[src/rtl/diag_spi_host.sv]
// SPI initiator for the ROMulator diagnostics link: HALT, RESUME,
// READ_CONFIG and parity-checked READ_VRAM with retry.
module diag_spi_host #(
    parameter int CLK_DIV   = 4,
    parameter int CS_GAP    = 4,
    parameter int MAX_RETRY = 3
) (
    input  logic        fpga_clk,
    input  logic        fpga_reset,
    input  logic        cmd_valid,
    output logic        cmd_ready,
    input  logic [1:0]  cmd_op,
    input  logic [10:0] vram_size,
    output logic        done,
    output logic        error,
    output logic [7:0]  cfg_byte,
    output logic        out_valid,
    output logic [10:0] out_addr,
    output logic [7:0]  out_data,
    output logic        spi_clk,
    output logic        spi_select,
    output logic        spi_mosi,
    input  logic        spi_miso
);

    localparam int DW = $clog2(CLK_DIV);
    localparam int GW = (CS_GAP > 1) ? $clog2(CS_GAP) : 1;
    localparam int RW = (MAX_RETRY > 0) ? $clog2(MAX_RETRY + 1) : 1;

    localparam logic [DW-1:0] DIV_LAST  = DW'(CLK_DIV - 1);
    localparam logic [GW-1:0] GAP_LAST  = GW'(CS_GAP - 1);
    localparam logic [RW-1:0] RETRY_MAX = RW'(MAX_RETRY);

    localparam logic [7:0] OP_HALT   = 8'haa;
    localparam logic [7:0] OP_RESUME = 8'h55;
    localparam logic [7:0] OP_CFG    = 8'h77;
    localparam logic [7:0] OP_VRAM   = 8'h88;
    localparam logic [7:0] PAR_ERR   = 8'h22;

    typedef enum logic [1:0] {
        E_IDLE,
        E_SHIFT,
        E_GAP
    } eng_t;

    typedef enum logic [2:0] {
        S_IDLE,
        S_CMD,
        S_CFG,
        S_GROUP,
        S_PARITY,
        S_VERDICT,
        S_FINISH
    } st_t;

    eng_t          eng_state;
    logic [DW-1:0] div_cnt;
    logic [4:0]    half_cnt;
    logic [GW-1:0] gap_cnt;
    logic [7:0]    tx_sr;
    logic [7:0]    rx_sr;
    logic          eng_start;
    logic [7:0]    eng_tx;
    logic          eng_done;

    st_t           state;
    st_t           state_nx;
    logic [1:0]    op_q;
    logic [10:0]   size_q;
    logic [10:0]   group_base;
    logic [10:0]   base_nx;
    logic [2:0]    byte_idx;
    logic [RW-1:0] retry_cnt;
    logic          match_q;
    logic          drain_on;
    logic [2:0]    drain_k;
    logic [7:0]    grp_buf [8];
    logic [7:0]    par_exp;
    logic          par_ok;
    logic [7:0]    op_byte;

    // Received byte is final on the last gap cycle; the next frame
    // may start on that same cycle so the gap is exactly CS_GAP.
    assign eng_done = (eng_state == E_GAP) && (gap_cnt == GAP_LAST);

    always_ff @(posedge fpga_clk or posedge fpga_reset) begin
        if (fpga_reset) begin
            eng_state  <= E_IDLE;
            div_cnt    <= '0;
            half_cnt   <= '0;
            gap_cnt    <= '0;
            tx_sr      <= '0;
            rx_sr      <= '0;
            spi_clk    <= 1'b0;
            spi_select <= 1'b1;
            spi_mosi   <= 1'b0;
        end else if (eng_start) begin
            eng_state  <= E_SHIFT;
            div_cnt    <= '0;
            half_cnt   <= '0;
            tx_sr      <= eng_tx;
            spi_clk    <= 1'b0;
            spi_select <= 1'b0;
            spi_mosi   <= eng_tx[7];
        end else begin
            unique case (eng_state)
                E_SHIFT: begin
                    if (div_cnt == DIV_LAST) begin
                        div_cnt <= '0;
                        if (half_cnt == 5'd16) begin
                            eng_state  <= E_GAP;
                            gap_cnt    <= '0;
                            spi_clk    <= 1'b0;
                            spi_select <= 1'b1;
                            spi_mosi   <= 1'b0;
                        end else begin
                            half_cnt <= half_cnt + 5'd1;
                            if (!half_cnt[0]) begin
                                spi_clk <= 1'b1;
                                rx_sr   <= {rx_sr[6:0], spi_miso};
                            end else begin
                                spi_clk  <= 1'b0;
                                spi_mosi <= tx_sr[6];
                                tx_sr    <= {tx_sr[6:0], 1'b0};
                            end
                        end
                    end else begin
                        div_cnt <= div_cnt + 1'b1;
                    end
                end
                E_GAP: begin
                    if (gap_cnt == GAP_LAST) begin
                        eng_state <= E_IDLE;
                    end else begin
                        gap_cnt <= gap_cnt + 1'b1;
                    end
                end
                default: ;
            endcase
        end
    end

    always_comb begin
        par_exp = '0;
        for (int k = 0; k < 8; k++) begin
            par_exp[k] = ^grp_buf[k];
        end
    end

    assign par_ok  = (rx_sr == par_exp);
    assign base_nx = group_base + 11'd8;

    always_comb begin
        op_byte = OP_HALT;
        unique case (cmd_op)
            2'd0: op_byte = OP_HALT;
            2'd1: op_byte = OP_RESUME;
            2'd2: op_byte = OP_CFG;
            2'd3: op_byte = OP_VRAM;
            default: op_byte = OP_HALT;
        endcase
    end

    always_comb begin
        state_nx  = state;
        eng_start = 1'b0;
        eng_tx    = 8'h00;
        unique case (state)
            S_IDLE: begin
                if (cmd_valid) begin
                    state_nx  = S_CMD;
                    eng_start = 1'b1;
                    eng_tx    = op_byte;
                end
            end
            S_CMD: begin
                if (eng_done) begin
                    unique case (op_q)
                        2'd2: begin
                            state_nx  = S_CFG;
                            eng_start = 1'b1;
                        end
                        2'd3: begin
                            state_nx  = S_GROUP;
                            eng_start = 1'b1;
                        end
                        default: state_nx = S_FINISH;
                    endcase
                end
            end
            S_CFG: begin
                if (eng_done) begin
                    state_nx = S_FINISH;
                end
            end
            S_GROUP: begin
                if (eng_done) begin
                    state_nx  = (byte_idx == 3'd7) ? S_PARITY : S_GROUP;
                    eng_start = 1'b1;
                end
            end
            S_PARITY: begin
                if (eng_done) begin
                    state_nx  = S_VERDICT;
                    eng_start = 1'b1;
                    eng_tx    = par_ok ? 8'h00 : PAR_ERR;
                end
            end
            S_VERDICT: begin
                if (eng_done) begin
                    if (match_q ? (base_nx == size_q)
                                : (retry_cnt == RETRY_MAX)) begin
                        state_nx = S_FINISH;
                    end else begin
                        state_nx  = S_GROUP;
                        eng_start = 1'b1;
                    end
                end
            end
            S_FINISH: state_nx = S_IDLE;
            default:  state_nx = S_IDLE;
        endcase
    end

    assign cmd_ready = (state == S_IDLE);
    assign done      = (state == S_FINISH);

    always_ff @(posedge fpga_clk or posedge fpga_reset) begin
        if (fpga_reset) begin
            state      <= S_IDLE;
            op_q       <= '0;
            size_q     <= '0;
            group_base <= '0;
            byte_idx   <= '0;
            retry_cnt  <= '0;
            match_q    <= 1'b0;
            drain_on   <= 1'b0;
            drain_k    <= '0;
            error      <= 1'b0;
            cfg_byte   <= '0;
            out_valid  <= 1'b0;
            out_addr   <= '0;
            out_data   <= '0;
            for (int k = 0; k < 8; k++) begin
                grp_buf[k] <= '0;
            end
        end else begin
            state     <= state_nx;
            out_valid <= 1'b0;
            // Verified bytes drain while the VERDICT frame is on the wire.
            if (drain_on) begin
                out_valid <= 1'b1;
                out_addr  <= group_base + {8'b0, drain_k};
                out_data  <= grp_buf[drain_k];
                drain_k   <= drain_k + 3'd1;
                if (drain_k == 3'd7) begin
                    drain_on <= 1'b0;
                end
            end
            unique case (state)
                S_IDLE: begin
                    if (cmd_valid) begin
                        op_q       <= cmd_op;
                        size_q     <= vram_size;
                        error      <= 1'b0;
                        group_base <= '0;
                        byte_idx   <= '0;
                        retry_cnt  <= '0;
                    end
                end
                S_CFG: begin
                    if (eng_done) begin
                        cfg_byte <= rx_sr;
                    end
                end
                S_GROUP: begin
                    if (eng_done) begin
                        grp_buf[byte_idx] <= rx_sr;
                        byte_idx          <= byte_idx + 3'd1;
                    end
                end
                S_PARITY: begin
                    if (eng_done) begin
                        match_q  <= par_ok;
                        drain_on <= par_ok;
                        drain_k  <= '0;
                    end
                end
                S_VERDICT: begin
                    if (eng_done) begin
                        if (match_q) begin
                            group_base <= base_nx;
                            retry_cnt  <= '0;
                        end else if (retry_cnt == RETRY_MAX) begin
                            error <= 1'b1;
                        end else begin
                            retry_cnt <= retry_cnt + 1'b1;
                        end
                    end
                end
                default: ;
            endcase
        end
    end

endmodule
[config.mk]
export PLATFORM = sky130hd
export DESIGN_NAME = diag_spi_host
export DESIGN_NICKNAME = d
export VERILOG_FILES = /design/src/rtl/diag_spi_host.sv
export SDC_FILE = /design/constraint.sdc
export NUM_CORES = 1
export LEC_CHECK = 0
export ABC_AREA = 0
export BUFFER_PORTS_ARGS = -buffer_cell sky130_fd_sc_hd__buf_2
export CORE_MARGIN = 5
export CORE_UTILIZATION = 55
export DETAILED_ROUTE_END_ITERATION = 8
export PLACE_DENSITY = 0.69
export SYNTH_ARGS = -nofsm -noshare
export SYNTH_HDL_FRONTEND = slang
export SYNTH_SLANG_ARGS = --single-unit
[constraint.sdc]
create_clock -name fpga_clk -period 14.68 [get_ports fpga_clk]
set_input_delay 2.936 -clock fpga_clk [delete_from_list [all_inputs] [get_ports fpga_clk]]
set_output_delay 2.936 -clock fpga_clk [all_outputs]
set_load 0.02 [all_outputs]
### Word-level counts from Yosys, hierarchy flattened

Cells that the tools add are included.

* bits in registers: 159
* bits in latches: 0
* RAM bits: 0
* bits in read-only memories: 0
* input bits: 17
* output and inout bits: 34
* word-level logic and storage cells: 214
* memories: 0

* add/subtract/negate cells: 8
* multiply operators: 0
* divide/modulo/power cells: 0
* order comparisons: 3
* equality and inequality tests: 38
* shifts and indexed selects: 0
* muxes and demuxes: 89
* bitwise operators: 5
* reduce and logical (&&, ||, !) cells: 40

Operator list (number)
* $bwmux W64: 1
* $reduce_xor A8 Y1: 8
* $mux W3: 13
* $mux W7: 5
* $mux W11: 3
* $mux W8: 4
* $pmux W8 S4: 1
* $mux W1: 30
* $mux W2: 14
* $ne A2 B2 Y1 const B: 13
* $bmux W8 S3: 1
* $demux W8 S3: 1
* $pmux W11 S2: 1
* $mux W5: 4
* $pmux W3 S6: 1
* $eq A2 B2 Y1 const B: 8
* $pmux W8 S2: 1
* $reduce_and A4 Y1: 4
* $eq A3 B3 Y1 const B: 5
* $reduce_and A5 Y1: 3
* $reduce_bool A2 Y1: 7
* $mux W6: 2
* $pmux W2 S2: 3
* $pmux W3 S2: 2
* 27 further kinds: 48

### Depth between registers and ports, before layout

Gate-level depths: netlist of run 1.

* word-level depth: 8
* gate-level depth with buffers: 10
* gate-level depth less buffers: 9

### Least setup slack after synthesis of run 1

OpenSTA, ideal clock, no wires.

* kind: in2reg
* from: input cmd_valid
* to: register rx_sr[0]
* setup time: 0.125 ns
* arrival time: 4.050 ns
* required time: 14.555 ns
* slack: 10.505 ns
* cell stages on the path: 7
* path buffers: 2
* path through: and2_1 -> clkbuf_1 -> a21oi_1 -> o21ai_2 -> nand2b_1 -> buf_6 -> mux2_4

* cells in the longest elaborated chain, start to end: 4

Ends and longest elaborated chain
* from (decl): RTL line 10 `input logic cmd_valid,`
* $mux W1: RTL line 170 `if (cmd_valid) begin`
* $pmux W1 S4: RTL line 168 `unique case (state)`
* $not A1 Y1 (no line)
* $reduce_and A5 Y1 (no line)
* to (signal assigned): RTL line 120 `rx_sr <= {rx_sr[6:0], spi_miso};`
* to (decl): RTL line 61 `logic [7:0] rx_sr;`

No other way between the ends.
A chain may end at the register's enable or synchronous reset.

### Final worst setup path of run 1

* from: input cmd_valid
* to: register rx_sr[3]

The elaborated chain is that of the path after synthesis.

==> results of run 1 <==
-- final cells by class --
type                       count  area (µm²)
fill                        1137        5500
inverter                      16        65.1
multi-input combinational    461        3810
tap                          184         230
clock inverter                15         168
clock buffer                  17         425
sequential                   156        3910
timing repair buffer          53         273
-- cell families (layout without fill, tap and decap cells) --
logic type,count (synthesis),count (layout),synth area share [%]
AO/OA/AOI/OAI,78,78,6.16
buffers and inverters,53,101,2.84
AND/OR/NAND/NOR,174,174,10.8
XOR/XNOR,72,72,8.98
flip-flops,156,156,49.2
adder cells (fa/ha/maj),14,14,2.21
multiplexers,123,123,19.9
-- state kept, by name, summed over array words and instances (netlist names), 3 cells and up --
signal,flops
grp_buf,64
out_addr,11
size_q,11
cfg_byte,8
group_base,8
out_data,8
rx_sr,8
tx_sr,7
half_cnt,5
byte_idx,3
drain_k,3
state,3
-- metal layers --
| metal | part of all wire (%) | up-vias | GRT usage, % | routed length (µm) |
|---|---|---|---|---|
| met5 | 0 | - | 0 | 0 |
| met4 | 1.3 | 0 | 5.99 | 217 |
| met3 | 3.8 | 17 | 4.63 | 628 |
| met2 | 50 | 97 | 34.6 | 8240 |
| met1 | 45 | 2613 | 28.0 | 7310 |
| li1 | - | 2437 | - | - |
-- worst min-delay path, cell delays in order (launching register included) --
cell and delay [ps]:
sky130_fd_sc_hd__dfrtp_1 350, sky130_fd_sc_hd__nand2_1 50, sky130_fd_sc_hd__nand2_1 60
-- worst max path at each step --
| stage | from | endpoint | slack [ps] | depth (start not counted) |
|---|---|---|---|---|
| global placement | cmd_valid | rx_sr[0]$_DFFE_PP0P_ | 9740 | 7 |
| global route | cmd_valid | rx_sr[3]$_DFFE_PP0P_ | 9940 | 7 |
| detailed placement | cmd_valid | rx_sr[4]$_DFFE_PP0P_ | 9640 | 7 |
| floorplan | fpga_reset | byte_idx[0]$_DFFE_PP0P_ | 7540 | 1 |
| CTS | cmd_valid | rx_sr[4]$_DFFE_PP0P_ | 10090 | 7 |
| finish | cmd_valid | rx_sr[3]$_DFFE_PP0P_ | 10090 | 7 |
-- synthesized netlist by cell type, drive strengths merged (2+ instances only) --
| cell | count | area, µm² |
|---|---|---|
| buf | 18 | 93.8 |
| a31oi | 2 | 12.5 |
| dfrtp | 155 | 3880 |
| mux2 | 92 | 1070 |
| nand2 | 55 | 206 |
| nor4b | 2 | 23.8 |
| nand2b | 6 | 37.5 |
| o22ai | 2 | 12.5 |
| mux4 | 16 | 360 |
| nand3 | 11 | 55.1 |
| o21ai | 25 | 129 |
| and3 | 5 | 31.3 |
| inv | 16 | 60.1 |
| a22o | 3 | 26.3 |
| nand4b | 3 | 26.3 |
| or2 | 2 | 12.5 |
| nor3 | 11 | 76.3 |
| a21oi | 24 | 120 |
| o31ai | 5 | 37.5 |
| o32a | 6 | 60.1 |
| xnor2 | 52 | 455 |
| mux2i | 15 | 150 |
| and2 | 2 | 12.5 |
| nor2 | 58 | 223 |
| or3 | 4 | 25.0 |
| ha | 14 | 175 |
| nand4 | 6 | 37.5 |
| nor4 | 3 | 18.8 |
| xnor3 | 6 | 135 |
| nor3b | 2 | 37.5 |
| o21bai | 3 | 22.5 |
| xor2 | 14 | 123 |
| clkbuf | 19 | 71.3 |
-- power by group through the flow --
| stage | registers (W) | clock network, W | logic, W |
|---|---|---|---|
| 2_1_floorplan | 0.000439 | 0 | 0.0000115 |
| 3_3_place_gp | 0.000442 | 0 | 0.0000150 |
| 3_5_place_dp | 0.000442 | 0 | 0.0000156 |
| 4_1_cts | 0.000434 | 0.000444 | 0.0000157 |
| 5_1_grt | 0.000434 | 0.000464 | 0.0000174 |
| 6_report | 0.000434 | 0.000435 | 0.0000149 |
-- stage by stage --
step	power (W)	utilization (%)
after global placement	0.000457	57.6
after floorplan	0.000451	-
after detailed placement	0.000458	57.6
after global routing	0.000915	61.8
after CTS	0.000894	61.8
final	0.000884	61.8
==> results.md, run 1 <==
Clock tree:
- The buffer type at the clock tree root is sky130_fd_sc_hd__clkbuf_16.
- TritonCTS built the clock tree.
- The clock reaches the later pin of the worst-skew pair after 430 ps.
- The number of hold buffers added after CTS was 0.
- The clock sink total is 156.
- The number of setup buffers added after CTS is 0.
- The number of levels the H-tree was split into is 4.
- The post-CTS clock slew at the launch and capture registers of the worst setup and hold paths is 70 ps.
- The number of clock buffers added by TritonCTS is 17.
- The clock tree buffer depth is 2.
- Gates resized during post-CTS repair numbered 0.

Worst setup path:
- The delay of the slowest cell on the worst path is 540 ps.
- The critical path startpoint category is a primary input.
- STA puts the critical path data required time at 15,000 ps.
- For the worst setup path, the data arrival time is 4910 ps.
- The worst register-to-register path has a depth of 9.
- The number of buffers and inverters on the critical path is 2.
- The worst setup path is captured at a flop.
- The critical-path maximum fanout is 27.
- For flop-to-flop paths, the worst setup slack is 11,540 ps.
- In this design, the largest share of critical-path delay is due to simple AND/OR/NAND/NOR gates.
- The critical path goes through buf_2 -> and2_1 -> a21oi_1 -> o21ai_2 -> buf_4 -> nand2b_1 -> mux2_4.
- The endpoint identified for the worst register-to-register timing path is rx_sr[3]$_DFFE_PP0P_.
- The critical path is of the primary input to flop type.
- The slowest stage cell on the critical path is sky130_fd_sc_hd__and2_1.
- The reg-to-reg critical path startpoint is group_base[3]$_DFFE_PP0P_.

Detailed routing:
- The detailed router finished its first iteration with 364 violations.
- Once detail routing completed, the nets flagged for antenna violations numbered 0.
- The length of the first detailed-routing pass in iterations is 5.
- The total wire length after detailed routing is 16.4 mm.
- The number of remaining DRC errors is 0.
- In the final routed layout, each cell accounts on average for 18.2 µm.
- The routed layout has 5,164 vias.
- In the routed layout, each cell is associated on average with a via count of 5.73.

Place:
- The worst-case setup slack after placement is 9640 ps.
- Detailed placement ended at an HPWL of 11.3 mm.
- In this run the cell area measured after placement is 8280 µm².
- Counting tap cells, the placed design contains a total of 870 instances.
- The final weighted congestion in routability-driven placement is 0.840.
- In this run the tool buffered the top-level ports with 50 buffer cells.

Final layout:
- For this run, the number of standard cells in the final layout without fillers is 902.
- The area added between synthesis and finish is 11.8%.
- 0 antenna diodes ended up in the layout.
- After routing the design area is 8870 µm².
- The top cell types in the final layout, fill and taps aside, are 155 x sky130_fd_sc_hd__dfrtp_1, 75 x sky130_fd_sc_hd__mux2_2, 56 x sky130_fd_sc_hd__nor2_1.
- The most common cell after layout, fill and taps aside is sky130_fd_sc_hd__dfrtp_1.
- The fraction of layout instances using a drive strength above 1 is 27.7%.
- In the final design database the tool counted 736 nets.

Logic synthesis:
- The number of flops mapped to enable cells by yosys is 0.
- The primary flip-flop cell chosen by synthesis mapping is sky130_fd_sc_hd__dfrtp_1.
- The mean post-synth cell area is 11.8 µm².
- The count of warnings emitted by yosys is 0.
- The register bit total from synthesis is 156.
- The netlist area before placement is 7940 µm².
- The fraction of registers with async set or reset after synthesis is 100%.
- Counting every instance in the synthesized netlist gives 670.
- The number of different library cells in the post-synthesis netlist is 58.
- The post-synthesis net count is 701.
- Summing the sequential cell areas from Yosys gives 49.2% of the chip area.

Worst hold path:
- The instance count along the most critical hold path is 2.
- For hold timing, the worst endpoint is size_q[2]$_DFFE_PP0P_.
- The path class of the lowest-slack min-delay path is flop to flop.
- The origin of the worst min-delay path is size_q[2]$_DFFE_PP0P_.

Status:
- The run finished with clean final reports.

STA:
- The final worst-path setup slack is 10,090 ps.
- The number of setup violations in the final report is 0.
- The total count of max-transition violations in the final report is 0.
- Setup repair after global routing left no endpoint under its margin.
- Across the routed clock network, the largest skew measured is 15.0 ps.
- The smallest clock period supported by the final layout is computed as 4590 ps.
- The fmax is 218 MHz.
- The transition time at the pin with the least slew margin is 1180 ps.
- The final hold slack is 487 ps.
- The worst path uses 31.3% of the clock period.
- The final count of hold timing violations is 0.
- The final sum of negative setup slack is 0 ps.
- Measured against its own limit, the worst slew margin works out to 21.5%.

Power and ir drop:
- The internal cell power is 0.000665 W.
- For this design the total switching power over the nets is 0.000219 W.
- The total power divided by cell area is 99.6 nW/µm².
- Of the total power, the clock network draws 49.2%.
- The largest voltage drop on the vdd net is 74.6 µV.
- Net switching is 24.8% of the power.
- In this run the static leakage power is 4.33 nW.
- The proportion of power drawn by combinational gates is 1.7%.
- The sequential cell fraction of total power is 49.1%.

Job:
- The max-cap violation count is 0.

GRT:
- The number of global-route vias before repair is 5,304.
- The number of antenna violations at the first check in global routing is 0.
- The remaining global-route overflow is 0.
- The first global-routing pass estimated 27.5 mm of wire.
- The total routing resource utilization after global routing is 20.9%.
- The pin count of the biggest net entering global routing is 87.

Floorplan:
- The initial utilization of the core area, before any placement, comes to 55.2%.
- For this design the top-level I/O count stands at 51.
- The die outline area is 16,900 µm².
- The number of placement rows is 44.
- The vertical die dimension is 130 µm.
- The horizontal die dimension is 130 µm.
- The area of the core region is 14,400 µm².
(Power assumes the default switching activity.)
==> inputs of run 2 (changes only) <==
Settings changed: PLACE_DENSITY 0.69 to 0.72.
Clock period 14.68 ns to 4 ns, I/O delays scaled along.
==> run 2 against run 1 <==
Sequential power increased to 3.7 times the previous value. Power rose to 3.7 times the previous value. Worst hold slack got worse by 35 ps. Cell area increased by 0.44%. Clock power rose to 3.7 times the previous value. Global-route usage down 0.30 points. Final cell count is the same. Flip-flop and latch count unchanged. Critical path type is now flop to flop. Critical endpoint is now rx_sr[5]$_DFFE_PP0P_.
==> results.md, run 2 (synthesis results as in run 1) <==
Status:
- Run status: finished clean (unchanged).

STA:
- The worst slew margin relative to its limit is 24.4% (was 21.5%).
- The final sum of negative setup slack was 0 ps (unchanged).
- Of the available clock period, the critical path in the final layout requires 84.3%.
- The post-route clock skew is 8.14 ps (was 15.0 ps).
- The transition time at the pin with the least slew margin is 1130 ps (was 1180 ps).
- The total count of max-transition violations in the final report is 0 (unchanged).
- The number of setup violations in the final report is 0 (unchanged).
- The final hold slack is 452 ps (was 487 ps).
- Unrepaired setup endpoints after global routing: false (unchanged).
- For this run, the top clock speed supported by timing is 297 MHz.
- The final count of hold timing violations is 0 (unchanged).
- The routed design could run at a clock period as short as 3370 ps.

Detailed routing:
- The average detailed-routed wire length per instance came to 18.0 µm (was 18.2 µm).
- The DRC marker count from the first detailed-route iteration is 472 (was 364).
- The length of the first detailed-routing pass in iterations is 5 (unchanged).
- The total number of vias is 5,168 (was 5,164).
- The number of nets with antenna violations after detailed routing was 0 (unchanged).
- The number of remaining DRC errors was 0 (unchanged).
- The via density per instance is 5.73 (about the same).
- The total wire length after detailed routing was 16.3 mm (was 16.4 mm).

Final layout:
- The final net count was 739 (was 736).
- The count of antenna diodes in the layout is 0 (unchanged).
- The number of flip-flops in the largest register was 64 (unchanged).
- Highest-count cells in the layout ignoring fill and taps: 155 x sky130_fd_sc_hd__dfrtp_1, 75 x sky130_fd_sc_hd__mux2_2, 56 x sky130_fd_sc_hd__nor2_1 (unchanged).
- Largest registers in the final layout: grp_buf x64, out_addr x11, size_q x11 (unchanged).
- The number of cells in the finished layout apart from fillers is 902 (unchanged).
- The top register by number of flip-flops is grp_buf (unchanged).
- The most common cell after layout, fill and taps aside was sky130_fd_sc_hd__dfrtp_1 (unchanged).
- The area added between synthesis and finish came to 12.3% (was 11.8%).
- The fraction of layout instances using a drive strength above 1 came to 27.6% (was 27.7%).

Clock tree:
- The clock sink total is 156 (unchanged).
- The latest clock arrival within the worst-skew pair is 420 ps (was 430 ps).
- The post-CTS repair timing setup buffer count is 0 (unchanged).
- The number of levels the H-tree was split into was 4 (unchanged).
- The post-CTS clock slew at the launch and capture registers of the worst setup and hold paths was 60 ps (was 70 ps).
- The number of resized instances in the post-cts repair step was 0 (unchanged).
- The clock tree from TritonCTS is done (unchanged).
- The buffer type at the clock tree root is sky130_fd_sc_hd__clkbuf_16 (unchanged).
- The total clock buffers created by CTS is 17 (unchanged).
- The number of buffers inserted by hold repair at cts is 0 (unchanged).
- The clock tree buffer depth is 2 (unchanged).

Worst setup path:
- The endpoint class of the critical path is a flop (unchanged).
- The capture instance of the worst register-to-register path is rx_sr[5]$_DFFE_PP0P_ (was rx_sr[3]$_DFFE_PP0P_).
- The critical path startpoint category is a flop (was primary input).
- The critical-path maximum fanout was 27 (unchanged).
- The required time of the critical path came to 4300 ps (was 15,000 ps).
- The critical setup path kind is flop to flop (was primary input to flop).
- The depth of the most critical reg-to-reg path came to 9 (unchanged).
- The data arrival time of the critical path is 3670 ps (was 4910 ps).
- The worst-case register-to-register setup slack is 630 ps (was 11,540 ps).
- The reg-to-reg critical path startpoint was eng_state[0]$_DFFE_PP0P_ (was group_base[3]$_DFFE_PP0P_).

GRT:
- The number of global-route vias before repair is 5,280 (was 5,304).
- The total routing resource utilization after global routing came to 20.6% (was 20.9%).
- The pin count of the biggest net entering global routing came to 57 (was 87).
- The first-pass GRT wire length is 27.2 mm (was 27.5 mm).
- The remaining global-route overflow is 0 (unchanged).
- The number of antenna violations at the first check in global routing was 0 (unchanged).

Worst hold path:
- The path class of the lowest-slack min-delay path is flop to flop (unchanged).
- The instance count along the most critical hold path is 0 (was 2).
- The origin of the worst min-delay path was drain_on$_DFF_PP0_ (was size_q[2]$_DFFE_PP0P_).
- The end point of the most critical hold path was out_valid$_DFF_PP0_ (was size_q[2]$_DFFE_PP0P_).

Place:
- The total placed cells including tap cells is 873 (was 870).
- The HPWL reported at the end of detailed placement is 11.5 mm (was 11.3 mm).
- The final weighted congestion in routability-driven placement is 0.902 (was 0.840).
- The number of I/O port buffers is 50 (unchanged).

Floorplan:
- The area of the core region is 14,400 µm² (unchanged).
- The number of placed I/O pins is 51 (unchanged).
- The die outline area is 16,900 µm² (unchanged).
- The number of placement rows is 44 (unchanged).
- The initial standard-cell utilization of the core came to 55.2% (unchanged).
- The horizontal die dimension came to 130 µm (unchanged).
- The vertical die dimension is 130 µm (unchanged).

Power and ir drop:
- The largest voltage drop on the vdd net is 293 µV (was 74.6 µV).
- The overall power of the completed layout is 0.00328 W (was 0.000884 W).
- The total power divided by cell area is 368 nW/µm² (was 99.6 nW/µm²).
- The standby leakage power was 4.35 nW (was 4.33 nW).

Job:
- The max-cap violation count is 0 (unchanged).
## run 2: cell types whose count changed in the layout (fill, tap and decap cells not counted), sizes merged
cell      previous run  this run
clkbuf              17        22
buf                 53        56
bufinv               0         3
inv                 26        15
clkinv               5         4
clkinvlp             0         1
## run 2: critical path: stages (launching register included)
cell	delay, ps
sky130_fd_sc_hd__dfrtp_1	390
sky130_fd_sc_hd__inv_1	60
sky130_fd_sc_hd__ha_1	200
sky130_fd_sc_hd__inv_2	70
sky130_fd_sc_hd__nor2_2	240
sky130_fd_sc_hd__nand2_1	150
sky130_fd_sc_hd__or3_1	390
sky130_fd_sc_hd__o21ai_2	810
sky130_fd_sc_hd__nand2b_1	570
sky130_fd_sc_hd__mux2_4	350
## run 2: worst max-delay path by stage
stage,endpoint,from,cells after the start
2_1_floorplan,byte_idx[0]$_DFFE_PP0P_,fpga_reset,1
3_3_place_gp,rx_sr[0]$_DFFE_PP0P_,eng_state[0]$_DFFE_PP0P_,9
6_report,rx_sr[5]$_DFFE_PP0P_,eng_state[0]$_DFFE_PP0P_,9
3_5_place_dp,rx_sr[5]$_DFFE_PP0P_,eng_state[0]$_DFFE_PP0P_,9
4_1_cts,rx_sr[5]$_DFFE_PP0P_,eng_state[0]$_DFFE_PP0P_,9
5_1_grt,rx_sr[5]$_DFFE_PP0P_,eng_state[0]$_DFFE_PP0P_,9
## run 2: layer usage
metal | wire length [µm] | track usage (%) | vias up
li1 | - | - | 2439
met1 | 7040 | 26.2 | 2614
met3 | 602 | 4.83 | 16
met4 | 183 | 5.20 | 0
met2 | 8430 | 35.8 | 99
met5 | 0 | 0 | -
## run 2: per-stage QoR
step,instance area (µm²),worst slack (ps),util [%]
final,8910,627,62.0
after global routing,8910,399,62.0
after detailed placement,8310,653,57.9
after floorplan,7940,1230,-
after global placement,8310,824,57.9
after CTS,8910,643,62.0
## run 2: layout make-up
type,count,area [µm²]
clock buffer,22,484
sequential,156,3910
fill,1117,5460
tap,184,230
timing repair buffer,56,308
clock inverter,7,114
inverter,16,63.8
multi-input combinational,461,3810
## run 2: where the power goes
group	total, W	switching, W	internal (W)
clock	0.00163	0.000594	0.00103
combinational	0.0000571	0.0000385	0.0000186
sequential	0.00159	0.0000119	0.00158
total	0.00328	0.000645	0.00263
